[config.mk]
export PLATFORM = sky130hd
export DESIGN_NAME = ucie_ctl_phy_sb_arbiter
export DESIGN_NICKNAME = d
export VERILOG_FILES = /design/src/rtl/ucie_ctl_phy_sb_arbiter_pkg.sv /design/src/rtl/ucie_ctl_phy_credit_cnt.sv /design/src/rtl/ucie_ctl_phy_sb_arbiter.sv
export SDC_FILE = /design/constraint.sdc
export NUM_CORES = 1
export LEC_CHECK = 0
export ABC_AREA = 1
export CORE_ASPECT_RATIO = 0.7
export CORE_MARGIN = 4
export CORE_UTILIZATION = 43
export CTS_CLUSTER_SIZE = 40
export DETAILED_ROUTE_END_ITERATION = 6
export PLACE_DENSITY = 0.79
export RECOVER_POWER = 25
export SLEW_MARGIN = 20
export SYNTH_ARGS = -nofsm -noshare
export SYNTH_HDL_FRONTEND = slang
export SYNTH_SLANG_ARGS = --single-unit
[constraint.sdc]
create_clock -name i_clk -period 2.4 [get_ports i_clk]
set_input_delay 0.48 -clock i_clk [delete_from_list [all_inputs] [get_ports i_clk]]
set_output_delay 0.48 -clock i_clk [all_outputs]
set_load 0.01 [all_outputs]
[src/rtl/ucie_ctl_phy_sb_arbiter_pkg.sv]
// Shared types and constants for the UCIe sideband arbiter slice.
package ucie_ctl_phy_sb_arbiter_pkg;

  // Default sideband payload width in bits.
  localparam int NC_DEFAULT = 16;

  // Arbiter FSM encoding; the numeric values are visible on the debug port.
  typedef enum logic [1:0] {
    ST_DISABLED = 2'd0,
    ST_ACTIVE   = 2'd1,
    ST_NOCRD    = 2'd2
  } sb_state_t;

  // Link-management message codes carried in the low nibble of a message slot.
  localparam logic [3:0] MSG_NOP        = 4'h0;
  localparam logic [3:0] MSG_LINK_REQ   = 4'h1;
  localparam logic [3:0] MSG_LINK_RSP   = 4'h2;
  localparam logic [3:0] MSG_RETRAIN    = 4'h3;
  localparam logic [3:0] MSG_ACTIVE_REQ = 4'h5;
  localparam logic [3:0] MSG_ACTIVE_RSP = 4'h7;
  localparam logic [3:0] MSG_PM_REQ     = 4'h9;
  localparam logic [3:0] MSG_ERR        = 4'hC;

endpackage

[src/rtl/ucie_ctl_phy_credit_cnt.sv]
// Remote receive-credit counter: saturating at 0, drops returns at the
// maximum and flags them with a registered one-cycle overflow pulse.
module ucie_ctl_phy_credit_cnt #(
  parameter int CRED_MAX = 4
) (
  input  logic       clk,
  input  logic       rst_n,
  input  logic       inc,
  input  logic       dec,
  output logic [3:0] count,
  output logic [3:0] count_next,
  output logic       overflow
);

  localparam logic [3:0] CMAX = 4'(CRED_MAX);

  logic ovf_next;

  // Next count: a simultaneous inc and dec cancel out.
  always_comb begin
    count_next = count;
    ovf_next   = 1'b0;
    if (inc && !dec) begin
      if (count == CMAX) ovf_next = 1'b1;
      else               count_next = count + 4'd1;
    end else if (dec && !inc) begin
      if (count != 4'd0) count_next = count - 4'd1;
    end
  end

  // Count and overflow registers.
  always_ff @(posedge clk or negedge rst_n) begin
    if (!rst_n) begin
      count    <= CMAX;
      overflow <= 1'b0;
    end else begin
      count    <= count_next;
      overflow <= ovf_next;
    end
  end

endmodule

[src/rtl/ucie_ctl_phy_sb_arbiter.sv]
// Sideband arbiter: shares one registered transmit slot between link-management
// messages (preferred) and config flits, with a streak limit that keeps config
// from starving, and remote credit flow control.
//
// Handshake: a requester's *_ready is combinational and high only in the cycle
// its request is granted; the transfer happens when valid and ready are both
// high on a clock edge. The transmit slot is offered with o_tx_valid and taken
// by the sink on any edge where i_tx_ready is high; the slot contents hold
// stable while o_tx_valid is high and i_tx_ready is low.
module ucie_ctl_phy_sb_arbiter
  import ucie_ctl_phy_sb_arbiter_pkg::*;
#(
  parameter int NC         = NC_DEFAULT,
  parameter int CRED_MAX   = 4,
  parameter int MAX_CONSEC = 3
) (
  input  logic          i_clk,
  input  logic          i_rst_n,
  input  logic          i_enable,
  input  logic          i_msg_valid,
  input  logic [3:0]    i_msg_code,
  output logic          o_msg_ready,
  input  logic          i_cfg_valid,
  input  logic [NC-1:0] i_cfg_data,
  output logic          o_cfg_ready,
  output logic          o_tx_valid,
  output logic          o_tx_is_msg,
  output logic [NC-1:0] o_tx_data,
  input  logic          i_tx_ready,
  input  logic          i_crd_return,
  output logic [3:0]    o_credits,
  output logic          o_crd_overflow,
  output logic [1:0]    o_state
);

  localparam int SW = (MAX_CONSEC < 1) ? 1 : $clog2(MAX_CONSEC + 1);

  sb_state_t     state;
  logic [SW-1:0] streak;
  logic [3:0]    credits_next;
  logic          slot_free;
  logic          can_grant;
  logic          cfg_wins;
  logic          msg_grant;
  logic          cfg_grant;
  logic          grant;

  // Grant decision: messages first unless config has waited out a full streak.
  always_comb begin
    slot_free = !o_tx_valid || i_tx_ready;
    can_grant = (state == ST_ACTIVE) && slot_free && (o_credits != 4'd0);
    cfg_wins  = i_cfg_valid && (streak == SW'(MAX_CONSEC));
    msg_grant = can_grant && i_msg_valid && !cfg_wins;
    cfg_grant = can_grant && i_cfg_valid && (cfg_wins || !i_msg_valid);
    grant     = msg_grant || cfg_grant;
  end

  assign o_msg_ready = msg_grant;
  assign o_cfg_ready = cfg_grant;
  assign o_state     = state;

  ucie_ctl_phy_credit_cnt #(
    .CRED_MAX (CRED_MAX)
  ) u_credit_cnt (
    .clk        (i_clk),
    .rst_n      (i_rst_n),
    .inc        (i_crd_return),
    .dec        (grant),
    .count      (o_credits),
    .count_next (credits_next),
    .overflow   (o_crd_overflow)
  );

  // Link FSM and message streak counter.
  always_ff @(posedge i_clk or negedge i_rst_n) begin
    if (!i_rst_n) begin
      state  <= ST_DISABLED;
      streak <= '0;
    end else begin
      case (state)
        ST_DISABLED: begin
          if (i_enable) state <= ST_ACTIVE;
        end
        ST_ACTIVE: begin
          if (!i_enable)                 state <= ST_DISABLED;
          else if (credits_next == 4'd0) state <= ST_NOCRD;
        end
        ST_NOCRD: begin
          if (!i_enable)         state <= ST_DISABLED;
          else if (i_crd_return) state <= ST_ACTIVE;
        end
        default: state <= ST_DISABLED;
      endcase

      if (state == ST_DISABLED)        streak <= '0;
      else if (cfg_grant)              streak <= '0;
      else if (msg_grant) begin
        if (i_cfg_valid) streak <= streak + 1'b1;
        else             streak <= '0;
      end
    end
  end

  // Transmit slot: load on grant, drain when the sink takes it, else hold.
  always_ff @(posedge i_clk or negedge i_rst_n) begin
    if (!i_rst_n) begin
      o_tx_valid  <= 1'b0;
      o_tx_is_msg <= 1'b0;
      o_tx_data   <= '0;
    end else if (msg_grant) begin
      o_tx_valid  <= 1'b1;
      o_tx_is_msg <= 1'b1;
      o_tx_data   <= {{(NC-4){1'b0}}, i_msg_code};
    end else if (cfg_grant) begin
      o_tx_valid  <= 1'b1;
      o_tx_is_msg <= 1'b0;
      o_tx_data   <= i_cfg_data;
    end else if (o_tx_valid && i_tx_ready) begin
      o_tx_valid  <= 1'b0;
    end
  end

endmodule

==> results_dict.tcl, run 1 <==
set metrics [dict create \
    status "complete, no violations" \
    synth_async_sr_flop_share 1.000 \
    synth-edff-count 0 \
    critPathMaxStageDelay_ns 0.48 \
    cts_max_level 1 \
    num_rows 16 \
    fin_crit_sh 0.9210 \
    placed_area_um2 1996 \
    cp.depth 7 \
    clockBufferDepth 2 \
    synth_largest_area_cell "dfrtp_1" \
    setup_viol 0 \
    drv_slew 0 \
    cts_sinks 27 \
    rsz0062_at_grt "false" \
    drive_gt1_frac 0.1455 \
    grt_max_degree 28 \
    path_max_fanout 2 \
    fmax_ghz 0.4524 \
    antenna_found_initial 0 \
    vias 1293 \
    die_x_um 75.28 \
    synth_seq_cells 27 \
    die_h_um 55.10 \
    ys_types 22 \
    r2r_cells 14 \
    dp.cells 249 \
    fin_nets 251 \
    total_power_mw 2.236 \
    synth_compound_area_frac 0.1423 \
    path_clk_slew_ns 0.08 \
    ctsHoldBuffers 0 \
    skew_ns 0.005385 \
    cts_buffers 3 \
    syn-num-nets 183 \
    avgSynthCellArea_um2 8.906 \
    vias_per_cell 5.051 \
    cpLargestDelayFamily "buffers and inverters" \
    slew_headroom 0.05258 \
    core_um2 2903 \
    synth-simple-area-share 0.2580 \
    drt_iter0_drc 64 \
    grt.overflow.total 0 \
    powerDensity_nw_per_um2 1085 \
    cp_num_buf_inv 4 \
    synth_top_family_by_area "simple AND/OR/NAND/NOR gates" \
    drt_pass1_iterations 4 \
    critPathLaunchType "primary input" \
    cts_tree "built" \
    critPathArrivalTime_ns 1.73 \
    drc_errors 0 \
    synth_cells 153 \
    endpoint_kind "output port" \
    utilization 0.7099 \
    hold_depth 2 \
    start_util 0.4694 \
    seq_area_frac_synth 0.4968 \
    slowest_stage "clkdlybuf4s50_1" \
    synth_mux_area_frac 0 \
    worstSkewPairLatency_ns 0.27 \
    port_buffers 53 \
    critical_path_class "in2out" \
    grt_pass1_wl_um 5685 \
    root_buffer "clkbuf_8" \
    p_leak_nw 1.031 \
    place_hpwl_um 2815 \
    dieArea_um2 4148 \
    hp-class "reg2reg" \
    fillers 216 \
    grt_pass1_vias 1213 \
    yosysMostFrequentCell "nand2_1" \
    gp_congestion 0.8979 \
    synth_top_area_frac 0.4775 \
    synthTopCellsByArea "dfrtp_1 48%, a22o_1 7.7%, nand2_1 7.4%" \
    hold_viol 0 \
    ant_nets 0 \
    final-instance-count-excl-fill 256 \
    diodes 0 \
    synthFlopType "dfrtp_1" \
    yosysWarnings 0 \
    post_synth_xor_area_fraction 0.01286 \
    synthAdderAreaFrac 0.02755 \
    tightest_slew_ns 1.421 \
    ir_drop_uv 586.9 \
    io_pins 54 \
    drt-total-wl_um 3634 \
    design_area_um2 2061 \
    wl_per_cell_um 14.20 \
    worstPathRequired_ns 1.92 \
    path_cells "clkdlybuf4s50_1 -> nor2_1 -> nor2_2 -> buf_4 -> nand3_2 -> inv_1 -> dlygate4sd2_1" \
    ys_top_cells_by_count "27 x nand2_1, 26 x dfrtp_1, 19 x nand3_1, 17 x inv_1, 14 x nor2_1" \
    grt_usage 0.1840 \
    syn_to_final_growth_pct 51.24 \
    cap_violations 0 \
    tns_ns 0 \
    netlist_area_um2 1363 \
    finalCriticalPeriod_ns 2.210 \
]
## path summary, 6_finish.rpt
path | start | to | slack (ns)
max | i_tx_ready | o_msg_ready | 0.19
min | o_tx_is_msg | o_tx_is_msg | 0.51
max reg2reg | u_credit_cnt.count[0] | o_state[0] | 0.36
min reg2reg | o_tx_is_msg | o_tx_is_msg | 0.51
max in group asynchronous | i_rst_n | u_credit_cnt.count[0] | 0.48
min in group asynchronous | i_rst_n | u_credit_cnt.overflow | 1.00
## kinds of logic after synthesis
group / after synthesis
compound gates: 27
xor+xnor: 2
fa+ha+maj: 3
buf+inv: 22
flops: 27
simple gates: 72
## cells in the final DEF (no fill, tap or decap), types with 4 or more instances in the layout
master and n:
a22o_1 12, nand2_1 27, clkdlybuf4s50_1 50, inv_1 17, nand3_2 6, a21oi_1 4
buf_4 11, nor2_1 14, dfrtp_1 25, o21ai_0 7, nand3_1 19
## registers in the layout, indices dropped and copies added (netlist names)
name,count
o_tx_valid,1
o_tx_is_msg,1
o_tx_data,16
u_credit_cnt.overflow,1
streak,2
u_credit_cnt.count,4
o_state,2
## where the power goes
part	internal (mW)	leakage (nW)	switching, mW
combinational	0.609	0.665	0.628
clock	0.119	0.0228	0.134
sequential	0.620	0.343	0.128
total	1.35	1.03	0.889
## worst register-to-register path, cell delays in order (launching register included)
cell	delay, ns
dfrtp_2	0.43
inv_1	0.07
ha_1	0.26
nand2_1	0.09
nor2_1	0.06
nor2_1	0.19
o211ai_1	0.25
nand2_1	0.12
nor2_1	0.04
nor2_1	0.11
nand2_1	0.09
inv_1	0.08
nand2_1	0.05
nand2_1	0.05
nand2_1	0.05
## through the flow
| stage | worst slack (ns) | hold slack (ns) |
|---|---|---|
| finish | 0.1897 | 0.5052 |
| global route | 0.09105 | 0.5270 |
| CTS | 0.01813 | 0.5096 |
| detailed placement | -0.04966 | 0.4825 |
| global placement | -0.005756 | 0.4639 |
| floorplan | 0.5528 | 0.1844 |
## cell type report
type	instances	area (um2)	share of cell area
well taps	36	45.04	0.02186
clock buffers	4	45.04	0.02186
repair buffers	65	616.8	0.2993
flip-flops and latches	27	678.2	0.3291
multi-input cells	104	600.6	0.2914
inverters	20	75.07	0.03643
## repair_timing
action	4_1_cts	5_1_grt
setup buffers	0	3
gates resized for setup	3	1
pin swaps	0	1
endpoints found under the hold margin	0	0
setup endpoints to repair	2	1
## metal layers
layer,share of wire,GRT usage,up-vias
li1,-,-,648
met1,0.47,0.2630,603
met2,0.46,0.2865,38
met5,0,0,-
met3,0.058,0.04513,4
met4,0.011,0.03488,0
(Power assumes the default switching activity.)
==> inputs of run 2 (changes only) <==
Settings changed: CTS_CLUSTER_DIAMETER from default to 120.
Clock period 2.4 ns to 2.3 ns, I/O delays scaled along.
==> results_dict.tcl, run 2 (synthesized netlist as in run 1, its figures left out) <==
set metrics [dict create \
    grt.overflow.total 0 \
    grt_max_degree 28 \
    gp_congestion 0.9013 \
    r2r_cells 13 \
    port_buffers 53 \
    critPathArrivalTime_ns 1.73 \
    slew_headroom 0.6856 \
    io_pins 54 \
    cts_sinks 27 \
    holdCritStartpoint "o_tx_data[6]" \
    drt_iter0_drc 51 \
    drt_pass1_iterations 4 \
    critPathLaunchType "primary input" \
    num_rows 16 \
    finalCriticalPeriod_ns 2.192 \
    ant_nets 0 \
    fin_crit_sh 0.9531 \
    largest_reg_flops 16 \
    power.internal_mw 1.409 \
    cap_violations 0 \
    clockBufferDepth 2 \
    top_register "o_tx_data" \
    power.share.clock 0.112 \
    total_power_mw 2.339 \
    root_buffer "clkbuf_8" \
    dp.cells 249 \
    hold_depth 1 \
    start_util 0.4694 \
    route.met2.wl_um 1664 \
    dieArea_um2 4148 \
    ctsHoldBuffers 0 \
    reg_top3 "o_tx_data x16, u_credit_cnt.count x4" \
    core_um2 2903 \
    worstSkewPairLatency_ns 0.27 \
    status "complete, no violations" \
    critPathMaxStageDelay_ns 0.48 \
    timing.rr.start "u_credit_cnt.count[0]" \
    path_clk_slew_ns 0.08 \
    die_h_um 55.10 \
    hp-class "reg2reg" \
    swShare 0.3973 \
    slowest_stage "clkdlybuf4s50_1" \
    ir_drop_uv 574.3 \
    reg2reg_slack_ns 0.28 \
    drive_gt1_frac 0.1500 \
    p_leak_nw 1.035 \
    final_cell_mix "49 x clkdlybuf4s50_1, 27 x nand2_1, 25 x dfrtp_1" \
    final_common_cell "clkdlybuf4s50_1" \
    cp_num_buf_inv 4 \
    final-instance-count-excl-fill 256 \
    wl_met3_um 297 \
    rsz0062_at_grt "false" \
    setup_viol 0 \
    wl_per_cell_um 14.02 \
    antenna_found_initial 0 \
    grt_pass1_vias 1246 \
    p_seq_frac 0.330 \
    hold_end "o_tx_data[6]" \
    powerDensity_nw_per_um2 1133 \
    place_hpwl_um 2857 \
    p_switching_uw 929.3 \
    drv_slew 0 \
    grt_usage 0.1801 \
    vias_per_cell 5.160 \
    critical_path_class "in2out" \
    r2r-end "o_state[0]" \
    fmax_ghz 0.4562 \
    skew_ns 0.003721 \
    design_area_um2 2064 \
    tightest_slew_ns 0.4696 \
    diodes 0 \
    cts_buffers 3 \
    drc_errors 0 \
    p_comb_frac 0.558 \
    placed_area_um2 1996 \
    syn_to_final_growth_pct 51.52 \
    path_cells "clkdlybuf4s50_1 -> nor2_1 -> nor2_2 -> buf_4 -> nand3_2 -> inv_1 -> dlygate4sd2_1" \
    drt-total-wl_um 3589 \
    hold_ws_ns 0.5045 \
    cpLargestDelayFamily "buffers and inverters" \
    top_layer_used "met4" \
    vias 1321 \
    grt_pass1_wl_um 5630 \
    cts_max_level 1 \
    worstPathRequired_ns 1.84 \
    die_x_um 75.28 \
    met1_length_um 1599 \
    cts_tree "built" \
    path_max_fanout 2 \
    endpoint_kind "output port" \
    hold_viol 0 \
    fin_nets 251 \
]
==> run 2: how the worst max path moves through the flow <==
stage	slack, ns	end	start	cells after the start
2_1_floorplan	0.47	o_cfg_ready	u_credit_cnt.count[0]	6
3_3_place_gp	-0.07	o_cfg_ready	i_cfg_valid	6
3_5_place_dp	-0.10	o_cfg_ready	i_cfg_valid	6
4_1_cts	-0.03	o_cfg_ready	i_tx_ready	6
5_1_grt	0.03	o_msg_ready	i_tx_ready	7
6_report	0.11	o_msg_ready	i_tx_ready	7
==> run 2: area by class of cell <==
type / count / area (um2)
clock buffer: 4 / 45.04
fill: 206 / 838.3
inverter: 20 / 75.07
multi-input combinational: 104 / 600.6
sequential: 27 / 678.2
tap: 36 / 45.04
timing repair buffer: 65 / 620.6
==> run 2: layer usage <==
layer,track usage,vias to the layer above
li1,-,649
met5,0,-
met1,0.2458,612
met2,0.2994,56
met4,0.02616,0
met3,0.04332,4
==> run 2: metrics by stage <==
| stage | util | worst slack [ns] | TNS [ns] |
|---|---|---|---|
| after CTS | 0.7026 | -0.02658 | -0.02658 |
| after detailed placement | 0.6875 | -0.1005 | -0.1772 |
| after global routing | 0.7112 | 0.02646 | 0 |
| after global placement | 0.6875 | -0.06506 | -0.1067 |
| after floorplan | - | 0.4728 | 0 |
| final | 0.7112 | 0.1078 | 0 |
==> run 2: power by group through the flow <==
stage                     Clock, mW  Sequential, mW  Combinational (mW)
after floorplan                   0           0.836               0.612
after global placement            0           0.774                1.22
after detailed placement          0           0.781                1.26
after CTS                     0.263           0.779                1.26
after global routing          0.282           0.794                1.43
final                         0.262           0.772                1.30
==> run 2: timing repair <==
item	4_1_cts	5_1_grt
pin swaps	0	1
setup endpoints to repair	2	1
setup buffers	0	3
gates resized for setup	3	1
==> inputs of run 3 (changes only) <==
Settings changed: GPL_TIMING_DRIVEN from default to 0.
==> results_dict.tcl, run 3 (synthesized netlist as in run 1, its figures left out) <==
set metrics [dict create \
    status "complete, no violations" \
    powerDensity_nw_per_um2 1160 \
    cp-startpoint "i_msg_valid" \
    hp-class "in2async" \
    syn_to_final_growth_pct 48.67 \
    tightest_slew_ns 1.393 \
    slowest_stage "clkdlybuf4s50_1" \
    worstPathRequired_ns 1.84 \
    r2r-end "o_state[0]" \
    ctsHoldBuffers 0 \
    critical_path_class "in2out" \
    worstSkewPairLatency_ns 0.28 \
    tns_ns 0 \
    largest_reg_flops 16 \
    fin_crit_sh 0.9730 \
    cap_violations 0 \
    io_pins 54 \
    timing.rr.start "u_credit_cnt.count[0]" \
    grt_pass1_wl_um 5906 \
    final-instance-count-excl-fill 249 \
    die_x_um 75.28 \
    grt_max_degree 28 \
    drive_gt1_frac 0.1362 \
    vias_per_cell 5.345 \
    finalCriticalPeriod_ns 2.238 \
    fmax_ghz 0.4468 \
    critPathArrivalTime_ns 1.78 \
    r2r_cells 13 \
    drv_slew 0 \
    drt-total-wl_um 3805 \
    rsz0062_at_grt "false" \
    crit_end "o_msg_ready" \
    start_util 0.4694 \
    drt_iter0_drc 73 \
    final_cell_mix "49 x clkdlybuf4s50_1, 27 x nand2_1, 25 x dfrtp_1" \
    path_max_fanout 6 \
    wl_per_cell_um 15.28 \
    drt_pass1_iterations 4 \
    drc_errors 0 \
    cts_sinks 27 \
    final_common_cell "clkdlybuf4s50_1" \
    reg2reg_slack_ns 0.14 \
    ir_drop_uv 678.1 \
    top_register "o_tx_data" \
    dieArea_um2 4148 \
    core_um2 2903 \
    gp_congestion 0.8335 \
    cts_tree "built" \
    path_cells "clkdlybuf4s50_1 -> inv_1 -> a21oi_4 -> nand3_4 -> inv_4 -> dlygate4sd2_1" \
    grt.overflow.total 0 \
    cts_max_level 1 \
    grt_usage 0.1927 \
    num_rows 16 \
    critPathLaunchType "primary input" \
    place_hpwl_um 2821 \
    critPathMaxStageDelay_ns 0.53 \
    hold_viol 0 \
    root_buffer "clkbuf_8" \
    grt_pass1_vias 1299 \
    fin_nets 244 \
    port_buffers 53 \
    dp.cells 242 \
    antenna_found_initial 0 \
    setup_viol 0 \
    skew_ns 0.007233 \
    reg_top3 "o_tx_data x16, u_credit_cnt.count x4" \
    hold_ws_ns 0.4820 \
    endpoint_kind "output port" \
    ant_nets 0 \
    vias 1331 \
    diodes 0 \
    total_power_mw 2.349 \
    path_clk_slew_ns 0.09 \
    utilization 0.6978 \
    die_h_um 55.10 \
    p_leak_nw 0.9763 \
    cts_buffers 3 \
    slew_headroom 0.07148 \
    clockBufferDepth 2 \
]
[run 3: cell count changes in the layout (fill, tap and decap cells not counted), sizes merged]
cell	change
buf	-7
clkbuf	+2
dlygate4sd3	-1
dlymetal6s2s	-1
[run 3: final cells by class]
class	instances	area, um2
Multi-Input combinational cell	104	623.1
Sequential cell	27	678.2
Timing Repair Buffer	57	546.8
Inverter	20	82.58
Clock buffer	4	45.04
Tap cell	36	45.04
Fill cell	207	877.1
Buffer	1	5.005
[run 3: how the worst min path moves through the flow]
stage / endpoint / slack, ns
2_1_floorplan: o_state[0] / 0.16
3_3_place_gp: o_tx_is_msg / 0.47
3_5_place_dp: o_tx_is_msg / 0.47
4_1_cts: u_credit_cnt.count[1] / 0.22
5_1_grt: o_tx_is_msg / 0.51
6_report: u_credit_cnt.overflow / 0.48
[run 3: worst max-delay path, delay by kind of cell]
family          cells  cell delay [ns]
simple gates        1             0.12
buf+inv             4             1.00
compound gates      1             0.19
[run 3: per-layer routing]
| metal | track usage | share of wire | vias up |
|---|---|---|---|
| met2 | 0.3095 | 0.47 | 66 |
| met4 | 0.07558 | 0.023 | 0 |
| met1 | 0.2525 | 0.43 | 618 |
| met5 | 0 | 0 | - |
| li1 | - | - | 634 |
| met3 | 0.04693 | 0.076 | 13 |
[run 3: timing repair]
item / CTS / global route
setup endpoints to repair: 2 / 2
pin swaps: 3 / 0
gates cloned: 0 / 0
gates resized for setup: 11 / 3
endpoints found under the hold margin: 0 / 0
buffers inserted: 4 / 0
[run 3: per-stage QoR]
| step | cell area, um2 | setup slack (ns) |
|---|---|---|
| after global routing | 2026 | 0.01010 |
| after floorplan | 1363 | 0.4728 |
| final | 2026 | 0.06206 |
| after global placement | 1938 | -0.6305 |
| after detailed placement | 1933 | -0.6981 |
| after CTS | 2029 | 0.08527 |
[run 3: power breakdown]
part	internal, mW	leakage [nW]	switching [mW]
logic	0.614	0.610	0.685
clock network	0.124	0.0228	0.148
registers	0.646	0.343	0.131
